<file path="src/rtl/cpu_pkg.sv">
// -----------------------------------------------------------------------------
// cpu_pkg
// Shared CPU definitions. Holds the phase encoding used by the instruction
// phase sequencer: idle (0) plus five execution phases (1..5). Encodings 6
// and 7 are unused and are treated as illegal by any FSM using phase_t.
// No ports (package).
// -----------------------------------------------------------------------------
package cpu_pkg;

  localparam int PHASE_W = 3;

  typedef enum logic [PHASE_W-1:0] {
    PH_IDLE = 3'd0,
    PH_P1   = 3'd1,
    PH_P2   = 3'd2,
    PH_P3   = 3'd3,
    PH_P4   = 3'd4,
    PH_P5   = 3'd5
  } phase_t;

  // True only for the five legal execution phases; idle and the two illegal
  // encodings all read as "not executing".
  function automatic logic is_exec_phase(input logic [PHASE_W-1:0] ph);
    return (ph >= 3'd1) && (ph <= 3'd5);
  endfunction

endpackage

</file>
<file path="src/rtl/button_debounce.sv">
// -----------------------------------------------------------------------------
// button_debounce
// Two-flop synchronizer plus level debounce for a raw, active-low button.
// The filtered level only follows the synchronized input once the two have
// disagreed for DEB_CYCLES consecutive cycles; any agreement clears the count.
//
// Parameters:
//   DEB_CYCLES  consecutive differing cycles required to accept a new level
// Ports:
//   clk         system clock
//   rst         synchronous active-low reset
//   btn_n       raw asynchronous button input (0 = pressed)
//   level       debounced level (1 = released)
//   fall_pulse  one-cycle pulse on each accepted 1->0 change of level
// -----------------------------------------------------------------------------
module button_debounce #(
  parameter int DEB_CYCLES = 16
) (
  input  logic clk,
  input  logic rst,
  input  logic btn_n,
  output logic level,
  output logic fall_pulse
);

  localparam int CW = (DEB_CYCLES > 1) ? $clog2(DEB_CYCLES) : 1;
  localparam logic [CW-1:0] CNT_LAST = CW'(DEB_CYCLES - 1);

  logic          sync1_q, sync1_d;
  logic          sync2_q, sync2_d;
  logic          level_q, level_d;
  logic          fall_q, fall_d;
  logic [CW-1:0] cnt_q, cnt_d;

  // Next-state logic: synchronizer shift, stability counter, and the
  // registered falling-edge pulse that lines up with the level change.
  always_comb begin
    sync1_d = btn_n;
    sync2_d = sync1_q;
    level_d = level_q;
    cnt_d   = cnt_q;
    if (sync2_q == level_q) begin
      cnt_d = '0;
    end else if (cnt_q == CNT_LAST) begin
      // This is the DEB_CYCLES-th differing cycle: accept the new level.
      level_d = sync2_q;
      cnt_d   = '0;
    end else begin
      cnt_d = cnt_q + 1'b1;
    end
    fall_d = level_q & ~level_d;
  end

  // State registers; reset assumes the button is released.
  always_ff @(posedge clk) begin
    if (!rst) begin
      sync1_q <= 1'b1;
      sync2_q <= 1'b1;
      level_q <= 1'b1;
      fall_q  <= 1'b0;
      cnt_q   <= '0;
    end else begin
      sync1_q <= sync1_d;
      sync2_q <= sync2_d;
      level_q <= level_d;
      fall_q  <= fall_d;
      cnt_q   <= cnt_d;
    end
  end

  assign level      = level_q;
  assign fall_pulse = fall_q;

endmodule

</file>
<file path="src/rtl/phase_sequencer.sv">
// -----------------------------------------------------------------------------
// phase_sequencer
// Run/stop control for a five-phase instruction cycle. A debounced press of
// the exec button starts execution from idle; P1..P5 then repeat until a stop
// is requested (another press, or hlt). A stop always lets the current
// instruction reach P5 before returning to idle. instr_cnt counts completed
// instructions (one per P5).
//
// Optional feature macro: PHASE_SEQ_STEP_EN
//   When defined, the step_mode input exists and step_mode=1 makes every P5
//   return to idle (single-instruction stepping, halted stays 0). When not
//   defined, the port is absent and stepping is disabled.
//
// Parameters:
//   DEB_CYCLES  exec debounce length in cycles
//   CNT_W       width of the retired-instruction counter
// Ports:
//   clk         system clock
//   rst         synchronous active-low reset
//   exec        raw active-low run/stop button
//   hlt         halt request from the control decoder
//   step_mode   single-step enable (PHASE_SEQ_STEP_EN builds only)
//   phase       current phase, 0 = idle, 1..5 = executing
//   executing   high while phase is 1..5
//   halted      high in idle after a stop caused by hlt
//   exec_press  one-cycle pulse per accepted press
//   instr_cnt   completed instruction count (wraps)
// -----------------------------------------------------------------------------
module phase_sequencer
  import cpu_pkg::*;
#(
  parameter int DEB_CYCLES = 16,
  parameter int CNT_W      = 16
) (
  input  logic             clk,
  input  logic             rst,
  input  logic             exec,
  input  logic             hlt,
`ifdef PHASE_SEQ_STEP_EN
  input  logic             step_mode,
`endif
  output logic [2:0]       phase,
  output logic             executing,
  output logic             halted,
  output logic             exec_press,
  output logic [CNT_W-1:0] instr_cnt
);

  logic exec_level;
  logic exec_fall;
  logic press;
  logic step_en;

  phase_t           state_q, state_d;
  logic             halted_q, halted_d;
  logic             stop_flag_q, stop_flag_d;
  logic             stop_req_q, stop_req_d;
  logic [CNT_W-1:0] instr_cnt_q, instr_cnt_d;
  logic             in_exec;
  logic             stop_by_hlt;

  button_debounce #(
    .DEB_CYCLES (DEB_CYCLES)
  ) u_exec_deb (
    .clk        (clk),
    .rst        (rst),
    .btn_n      (exec),
    .level      (exec_level),
    .fall_pulse (exec_fall)
  );

  // The fall pulse and the low level are registered on the same edge, so
  // qualifying with the level only guards against a stale pulse.
  assign press = exec_fall & ~exec_level;

`ifdef PHASE_SEQ_STEP_EN
  assign step_en = step_mode;
`else
  assign step_en = 1'b0;
`endif

  // Next-state and bookkeeping. Stop requests are latched during P1..P5 and
  // only acted on at P5, so an instruction is never cut short.
  always_comb begin
    state_d     = state_q;
    halted_d    = halted_q;
    stop_flag_d = stop_flag_q;
    stop_req_d  = stop_req_q;
    instr_cnt_d = instr_cnt_q;
    in_exec     = is_exec_phase(state_q);
    stop_by_hlt = stop_flag_q | hlt;

    if (in_exec && press) begin
      stop_req_d = 1'b1;
    end
    if (in_exec && hlt) begin
      stop_flag_d = 1'b1;
    end

    case (state_q)
      PH_IDLE: begin
        if (press) begin
          state_d     = PH_P1;
          halted_d    = 1'b0;
          stop_flag_d = 1'b0;
          stop_req_d  = 1'b0;
        end
      end
      PH_P1: state_d = PH_P2;
      PH_P2: state_d = PH_P3;
      PH_P3: state_d = PH_P4;
      PH_P4: state_d = PH_P5;
      PH_P5: begin
        instr_cnt_d = instr_cnt_q + 1'b1;
        // A press seen here only stops; it is not also taken as a restart.
        if (stop_by_hlt || stop_req_q || press || step_en) begin
          state_d    = PH_IDLE;
          halted_d   = stop_by_hlt & ~step_en;
          stop_req_d = 1'b0;
        end else begin
          state_d = PH_P1;
        end
      end
      default: state_d = PH_IDLE;
    endcase
  end

  // State registers; reset abandons any instruction in flight.
  always_ff @(posedge clk) begin
    if (!rst) begin
      state_q     <= PH_IDLE;
      halted_q    <= 1'b0;
      stop_flag_q <= 1'b0;
      stop_req_q  <= 1'b0;
      instr_cnt_q <= '0;
    end else begin
      state_q     <= state_d;
      halted_q    <= halted_d;
      stop_flag_q <= stop_flag_d;
      stop_req_q  <= stop_req_d;
      instr_cnt_q <= instr_cnt_d;
    end
  end

  assign phase      = state_q;
  assign executing  = is_exec_phase(state_q);
  assign halted     = halted_q;
  assign exec_press = exec_fall;
  assign instr_cnt  = instr_cnt_q;

endmodule

</file>
<file path="config.mk">
export PLATFORM = sky130hd
export DESIGN_NAME = phase_sequencer
export DESIGN_NICKNAME = d
export VERILOG_FILES = /design/src/rtl/cpu_pkg.sv /design/src/rtl/button_debounce.sv /design/src/rtl/phase_sequencer.sv
export SDC_FILE = /design/constraint.sdc
export NUM_CORES = 1
export LEC_CHECK = 0
export CAP_MARGIN = 40
export CORE_MARGIN = 3
export CORE_UTILIZATION = 24
export CTS_BUF_LIST = sky130_fd_sc_hd__clkbuf_16
export DETAILED_ROUTE_END_ITERATION = 8
export HOLD_SLACK_MARGIN = 0.08
export PLACE_DENSITY = 0.54
export RECOVER_POWER = 100
export SETUP_SLACK_MARGIN = 0.15
export SLEW_MARGIN = 0
export SYNTH_ARGS = -nofsm -noshare
export SYNTH_HDL_FRONTEND = slang
export SYNTH_SLANG_ARGS = --single-unit
</file>
<file path="constraint.sdc">
create_clock -name clk -period 1.8 [get_ports clk]
set_input_delay 0.18 -clock clk [delete_from_list [all_inputs] [get_ports clk]]
set_output_delay 0.18 -clock clk [all_outputs]
set_load 0.03 [all_outputs]
</file>
# Yosys cells after proc, flatten, opt, wreduce, memory -nomap -nowiden
# Index checks and enable logic that the tools add are counted.
[totals]
inputBits = 4
output_inout_bits = 22
word_cells = 53
reg_bits = 30
[classes]
n_eq_ne = 9
addsub = 2
muxes = 15
bitwise = 6
order_cmp = 2
reduce_logical = 9
[op_table]
columns = ["operator", "n"]
rows = [
  ["$pmux W3 S6", 1],
  ["$add A16 B1 Y16 const B", 1],
  ["$mux W1", 11],
  ["$eq A3 B2 Y1 const B", 2],
  ["$eq A3 B3 Y1 const B", 2],
  ["$add A4 B1 Y4 const B", 1],
  ["$eq A4 B4 Y1 const B", 1],
  ["$ne A2 B2 Y1 const B", 2],
  ["$pmux W1 S2", 2],
  ["$eq A3 B1 Y1 const B", 1],
  ["$ge A3 B1 Y1 const B", 1],
  ["$le A3 B3 Y1 const B", 1],
  ["$logic_and A1 B1 Y1", 3],
  ["$logic_not A3 Y1", 1],
  ["$mux W3", 1],
  ["$not A1 Y1", 3],
  ["$reduce_and A3 Y1", 1],
  ["$reduce_or A3 Y1", 1],
  ["$and A1 B1 Y1", 2],
  ["$logic_or A1 B1 Y1", 2],
  ["$reduce_bool A2 Y1", 1],
  ["$eq A1 B1 Y1", 1],
  ["$or A1 B1 Y1", 1],
]

# Longest topological paths before layout
# Gate-level depths: netlist (run 1).
[logic_depth]
word_depth = 6
depth_mapped = 6
depth_no_buf = 5

# Cells and area by module
# Synthesis (run 1) repeated with hierarchy kept, for this count alone.
[unflattened]
hier_cells = 151
area_unflattened_um2 = 1321.3
[by_module_without_submodules]
columns = ["module", "cells_per_inst", "seq_area_each_um2", "n_inst", "area_per_inst_um2"]
rows = [
  ["phase_sequencer", 125, 440.4, 1, 1049.8],
  ["button_debounce", 26, 160.2, 1, 271.5],
]

# Worst setup path before layout (run 1)
# No wires, ideal clock.
[synth_path]
path_type = "reg2reg"
startpoint = "reg instr_cnt_q[0] (netlist: instr_cnt[0])"
endpoint = "reg instr_cnt_q[14] (netlist: instr_cnt[14])"
synth_period_minus_slack_ns = 1.657
path_stages_with_launch = 7
n_path_buf = 1
setup_slack_ns = 0.143
required_time_ns = 1.729
arrival_ns = 1.587
cell_sequence = "dfxtp_1 > ha_1 > and4b_1 > buf_6 > nand3_4 > or3_1 > a21oi_1"
[synth_between]
elab_chain_cells = 1
[synth_lines]
columns = ["item", "line_no", "rtl"]
rows = [
  ["start, declared", "phase_sequencer.sv:58", "logic [CNT_W-1:0] instr_cnt_q, instr_cnt_d;"],
  ["start signal, assigned", "phase_sequencer.sv:141", "instr_cnt_q <= instr_cnt_d;"],
  ["$add A16 B1 Y16", "phase_sequencer.sv:114", "instr_cnt_d = instr_cnt_q + 1'b1;"],
]
# No other way between the ends.
# A chain may end at the register's enable or synchronous reset.

# Worst setup path in the final report (run 1)
[layout_path]
startpoint = "reg state_q[0] (netlist: phase[0])"
endpoint = "out phase[0]"
[layout_lines]
columns = ["item", "line_no", "rtl"]
rows = [
  ["start, declared", "phase_sequencer.sv:54", "phase_t state_q, state_d;"],
  ["start signal, assigned", "phase_sequencer.sv:137", "state_q <= state_d;"],
  ["end, declared", "phase_sequencer.sv:42", "output logic [2:0] phase,"],
]
# No word-level cell between the ends.

==> results.md, run 1 <==
* Hold Path Stages at 1
* Met2 Usage GRT at 15.3%
* All-Layer GR Usage at 9.82%
* FF+latch count, synth at 30
* Setup CP Type: flop to output port
* Row count at 26
* CP max stage delay at 0.79 ns
* HP Class: flop to flop
* Post-CTS resize count at 0
* CP Data Arrival Time at 1.46 ns
* Clock sinks at 30
* Gp weighted congestion at 0.759
* Main synth FF type: dfxtp_1
* # diodes at 0
* Most Crowded Layer GR: met2
* Post-DP HPWL at 2010 µm
* CTS Buffer Depth at 2
* Final Skew at 0.00240 ns
* Grt met3 use at 3.50%
* Pleak at 0.700 nW
* Largest area contributor in the netlist: dfxtp_1
* WP data required at 1.62 ns
* Die height at 80.0 µm
* CP Capture Type: output port
* Worst reg2reg startpoint: instr_cnt[1]$_SDFFE_PN0P_
* Worst Hold Path EP: u_exec_deb.sync2_q$_SDFF_PN1_
* Tot Pwr at 1.47 mW
* Dpl ws at 0.265 ns
* Slew HR at 48.4%
* Pwr per Cell Area at 837 nW/µm²
* Worst-path fanout max at 6
* Initial DRT Pass Iterations at 4
* Crit-path leading delay family: buffers and inverters
* Cts bufs inserted at 5
* Setup_tns at 0 ns
* Post-placement cell count at 239
* Die X at 80.0 µm
* Synthesized area per cell at 9.07 µm²
* Ys Warns at 0
* DRT antenna net count at 0
* Final max-slew violation count at 0
* Cells along the critical path: dlygate4sd3_1
* Fillers at 572
* Ys async rst share at 0%
* CP max stage cell: dlygate4sd3_1
* Max_cap viols at 0
* EDFF count, synth at 0
* Setup crit start kind: flop
* Postcts setup bufs at 0
* Pin count of the biggest net entering global routing at 17
* DR DRC count at 0
* Share of the synthesized area in the top cell type at 45.7%
* Post-route setup slack at 0.157 ns
* Post-Syn Instances at 145
* Starting utilization of the core area at 25.3%
* Drt first-iter violations at 38
* Most frequent cells in the layout: dfxtp_1, dlygate4sd3_1, nor2_1
* Final Routed Wirelength at 2780 µm
* Outcome: completed
* Top cells by area, synth: dfxtp_1, xor2_1, a21oi_1, nor2_1, xnor2_1
* Slew @ Worst Pin at 0.774 ns
* Root Buffer: clkbuf_16
* H-tree lvl count at 2
* Commonest non-fill, non-tap cell in the layout: dfxtp_1
* Die area at 6400 µm²
* Period minus WS final at 1.64 ns
* Crit share post-route at 91.3%
* R2r setup slk at 0.24 ns
* Hold Vio Cnt, Final at 0
* Synth Cell Area at 1320 µm²
* Worst R2R Path Depth at 5
* Clock latency on the worst-skew pair at 0.27 ns
* CTS clock-pin slew for the worst setup and hold paths at 0.05 ns
* Wire per inst at 11.3 µm
* First-pass GRT wire length at 4690 µm
* Ports at 26
* Number of global-route vias before repair at 1004
* CP Buf/Inv Count at 1
* Synthesized Nets at 151
* Layout net count at 182
* Initial antenna violation count at 0
* GR Overflow Total at 0
* RSZ-0062 raised after global routing: false
* Vias per Instance at 4.45
* Synth unique cells at 35
* GR Util met1 at 11.0%
* Peak Freq at 0.609 GHz
* Hold-fix buffers at CTS at 0
* Setup Viol. Count Final at 0
* CTS tree: done
* Vias at 1094
* Non-filler cells, final at 246
* Share of cells above drive strength 1 at 9.66%
* Placeable Area at 5200 µm²
* Hold_sp: u_exec_deb.sync1_q$_SDFF_PN1_
* Area Growth Syn to Fin at 33.7%
* Maximum VDD drop at 0.307 mV
* IO Port Bufs at 25
* Seq/Total Area, Yosys at 45.7%
* Worst reg2reg endpoint: instr_cnt[14]$_SDFFE_PN0P_
==> worst max path at each step <==
stage               slack, ns                        from  depth (start not counted)                          to
finish                   0.16       phase[0]$_SDFFE_PN0P_                          1                    phase[0]
global placement         0.30   instr_cnt[1]$_SDFFE_PN0P_                          5  instr_cnt[14]$_SDFFE_PN0P_
CTS                      0.19  instr_cnt[10]$_SDFFE_PN0P_                          1               instr_cnt[10]
floorplan                0.15   instr_cnt[1]$_SDFFE_PN0P_                          6  instr_cnt[14]$_SDFFE_PN0P_
global route             0.11       phase[0]$_SDFFE_PN0P_                          1                    phase[0]
detailed placement       0.26   instr_cnt[1]$_SDFFE_PN0P_                          5  instr_cnt[14]$_SDFFE_PN0P_
==> final cells by class <==
class	instances	area [µm²]	share of cell area, %
Timing Repair Buffer	31	277	15.7
Clock inverter	2	10.0	0.569
Tap cell	70	87.6	4.98
Sequential cell	30	602	34.2
Multi-Input combinational cell	104	642	36.5
Clock buffer	5	125	7.12
Inverter	4	15.0	0.854
==> layer usage <==
layer / routed length, µm / vias up
met5: 0 / -
met4: 82 / 0
met3: 156 / 7
met2: 1270 / 20
met1: 1270 / 497
li1: - / 570
==> state kept, by name, indices dropped and copies added (netlist names) <==
register	cells
u_exec_deb.sync2_q	1
u_exec_deb.level	1
u_exec_deb.cnt_q	4
stop_flag_q	1
u_exec_deb.sync1_q	1
stop_req_q	1
instr_cnt	16
u_exec_deb.fall_pulse	1
phase	3
halted	1
==> kinds of logic after synthesis <==
group	share of synthesized area, %
multiplexers	2.28
flip-flops	45.7
AND/OR/NAND/NOR	27.4
XOR/XNOR	7.99
adder cells (fa/ha/maj)	1.90
buffers and inverters	5.42
AO/OA/AOI/OAI	9.32
==> synthesized netlist by cell type (all sizes together), types with 5 or more instances <==
library cell and number:
nand2 11, a21oi 11, xnor2 5, nand3 9
dfxtp 30, or3 5, xor2 7, nor2 14
o21ai 7
==> per-stage QoR <==
| step | area (µm²) | utilization (%) | hold slack (ns) |
|---|---|---|---|
| 4_1_cts | 1780 | 34.1 | 0.411 |
| 5_1_grt | 1760 | 33.8 | 0.421 |
| 3_5_place_dp | 1640 | 31.5 | 0.399 |
| 6_report | 1760 | 33.8 | 0.405 |
| 2_1_floorplan | 1320 | - | 0.253 |
| 3_3_place_gp | 1640 | 31.5 | 0.391 |
==> power breakdown <==
part	leakage, nW	internal, mW	switching, mW
sequential	0.243	0.668	0.00122
clock	0.0694	0.497	0.278
combinational	0.388	0.0102	0.0157
No activity file was read; power rests on OpenSTA's default activity.
==> run 2, diff against run 1 <==
Settings changed: SKIP_LAST_GASP from default to 1.
==> results of run 2 <==
The final DEF is identical to that of run 1; final timing and power are the same.
==> run 3, diff against run 2 <==
Settings changed: CORE_UTILIZATION 24 to 25, CTS_BUF_LIST sky130_fd_sc_hd__clkbuf_16 to default, PLACE_DENSITY 0.54 to 0.56, RECOVER_POWER 100 to 50.
==> run 3 against run 2 <==
- hold slack better by 0.018 ns
- global-route usage shrank 0.64 points
- non-clock buffer count unchanged
- via count is 4.0% lower
- critical path type is now flop to flop
==> results.md, run 3 (synthesis gave the netlist of run 1 again) <==
* Starting utilization of the core area at 26.8%
* CP max stage cell: dfxtp_1
* Hold-fix buffers at CTS at 0
* Final Routed Wirelength at 2660 µm
* Final max-slew violation count at 0
* Commonest non-fill, non-tap cell in the layout: dfxtp_1
* Max_cap viols at 0
* DR DRC count at 0
* Number of global-route vias before repair at 970
* Post-DP HPWL at 2000 µm
* Ports at 26
* DRT antenna net count at 0
* Design area at 1690 µm²
* Cts bufs inserted at 5
* All-Layer GR Usage at 9.18%
* Period minus WS final at 1.64 ns
* Clock latency on the worst-skew pair at 0.27 ns
* Worst-path fanout max at 5
* Maximum VDD drop at 0.553 mV
* Post-CTS resize count at 3
* Vias at 1050
* Die area at 6170 µm²
* Postcts setup bufs at 0
* Final Hold Slack at 0.423 ns
* Slew HR at 49.9%
* Cells along the critical path: ha_1 > and4b_1 > nand3_4 > or3_1 > a21oi_1
* Post-placement cell area at 1640 µm²
* Hold Vio Cnt, Final at 0
* CTS clock-pin slew for the worst setup and hold paths at 0.06 ns
* Setup crit start kind: flop
* Crit share post-route at 91.1%
* Fillers at 544
* Die height at 78.5 µm
* Root Buffer: clkbuf_8
* Area Growth Syn to Fin at 28.8%
* Setup_tns at 0 ns
* Setup CP Type: flop to flop
* Placeable Area at 4910 µm²
* First-pass GRT wire length at 4500 µm
* # diodes at 0
* CP Buf/Inv Count at 0
* Layout net count at 182
* Crit-path leading delay family: simple AND/OR/NAND/NOR gates
* Outcome: completed
* Setup Viol. Count Final at 0
* CTS tree: done
* Clock sinks at 30
* Drt first-iter violations at 41
* Peak Freq at 0.610 GHz
* Initial DRT Pass Iterations at 4
* RSZ-0062 raised after global routing: false
* Vias per Instance at 4.34
* WP data required at 1.99 ns
* Final Skew at 0.00325 ns
* CTS Buffer Depth at 2
* GR Overflow Total at 0
* CP Data Arrival Time at 1.83 ns
* CP Capture Type: flop
* H-tree lvl count at 2
* Share of cells above drive strength 1 at 9.71%
* Most frequent cells in the layout: dfxtp_1, clkdlybuf4s50_1, nor2_1
* Final Core Density at 34.5%
* Max FFs per register at 16
* Pin count of the biggest net entering global routing at 17
* Tot Pwr at 1.21 mW
* HP Class: flop to flop
* Gp weighted congestion at 0.754
* IO Port Bufs at 25
* Pleak at 0.609 nW
* Wire per inst at 11.0 µm
* Initial antenna violation count at 0
* Row count at 25
* Pwr per Cell Area at 712 nW/µm²
* CP max stage delay at 0.40 ns
* Die X at 78.5 µm
* Slew @ Worst Pin at 0.751 ns
[run 3: changes by cell type in the layout (fill, tap and decap cells not counted), sizes merged]
cell           previous run  this run
clkinv                    3         1
clkbuf                    9        11
clkdlybuf4s50             2        19
dlygate4sd3              21         1
dlygate4sd2               0         2
[run 3: area by class of cell]
cell class | count | area, µm² | share of cell area (%)
inverter | 4 | 15.0 | 0.886
multi-input combinational | 104 | 643 | 38.0
clock buffer | 6 | 82.6 | 4.87
sequential | 30 | 602 | 35.5
timing repair buffer | 31 | 268 | 15.8
tap | 67 | 83.8 | 4.95
[run 3: power breakdown]
group / internal (mW) / switching [mW]
logic: 0.0102 / 0.0159
registers: 0.667 / 0.00129
clock network: 0.294 / 0.219
total: 0.971 / 0.236
[run 3: metrics by stage]
step | setup WS, ns | cells
after CTS | 0.161 | 242
final | 0.161 | 242
after floorplan | 0.154 | 145
after global placement | 0.215 | 236
after detailed placement | 0.182 | 236
after global routing | 0.113 | 242
[run 3: per-layer routing]
layer  vias to the layer above  share of wire [%]  GRT usage (%)
li1                        568                  -              -
met1                       465                 51           12.3
met2                        15                 45           13.9
met3                         2                3.3           2.75
met4                         0               0.72           3.15
met5                         -                  0              0
[run 3: worst register-to-register path: stages (launching register included)]
cell and delay (ns):
dfxtp_1 0.40, ha_1 0.17, and4b_1 0.36, nand3_4 0.14, or3_1 0.37, a21oi_1 0.14
[run 3: worst paths after layout]
path              slack, ns                           from                             to  depth (start not counted)
hold / removal         0.42  u_exec_deb.sync1_q$_SDFF_PN1_  u_exec_deb.sync2_q$_SDFF_PN1_                          1
setup / recovery       0.16      instr_cnt[1]$_SDFFE_PN0P_     instr_cnt[14]$_SDFFE_PN0P_                          5
hold reg to reg        0.42  u_exec_deb.sync1_q$_SDFF_PN1_  u_exec_deb.sync2_q$_SDFF_PN1_                          1
setup reg to reg       0.16      instr_cnt[1]$_SDFFE_PN0P_     instr_cnt[14]$_SDFFE_PN0P_                          5
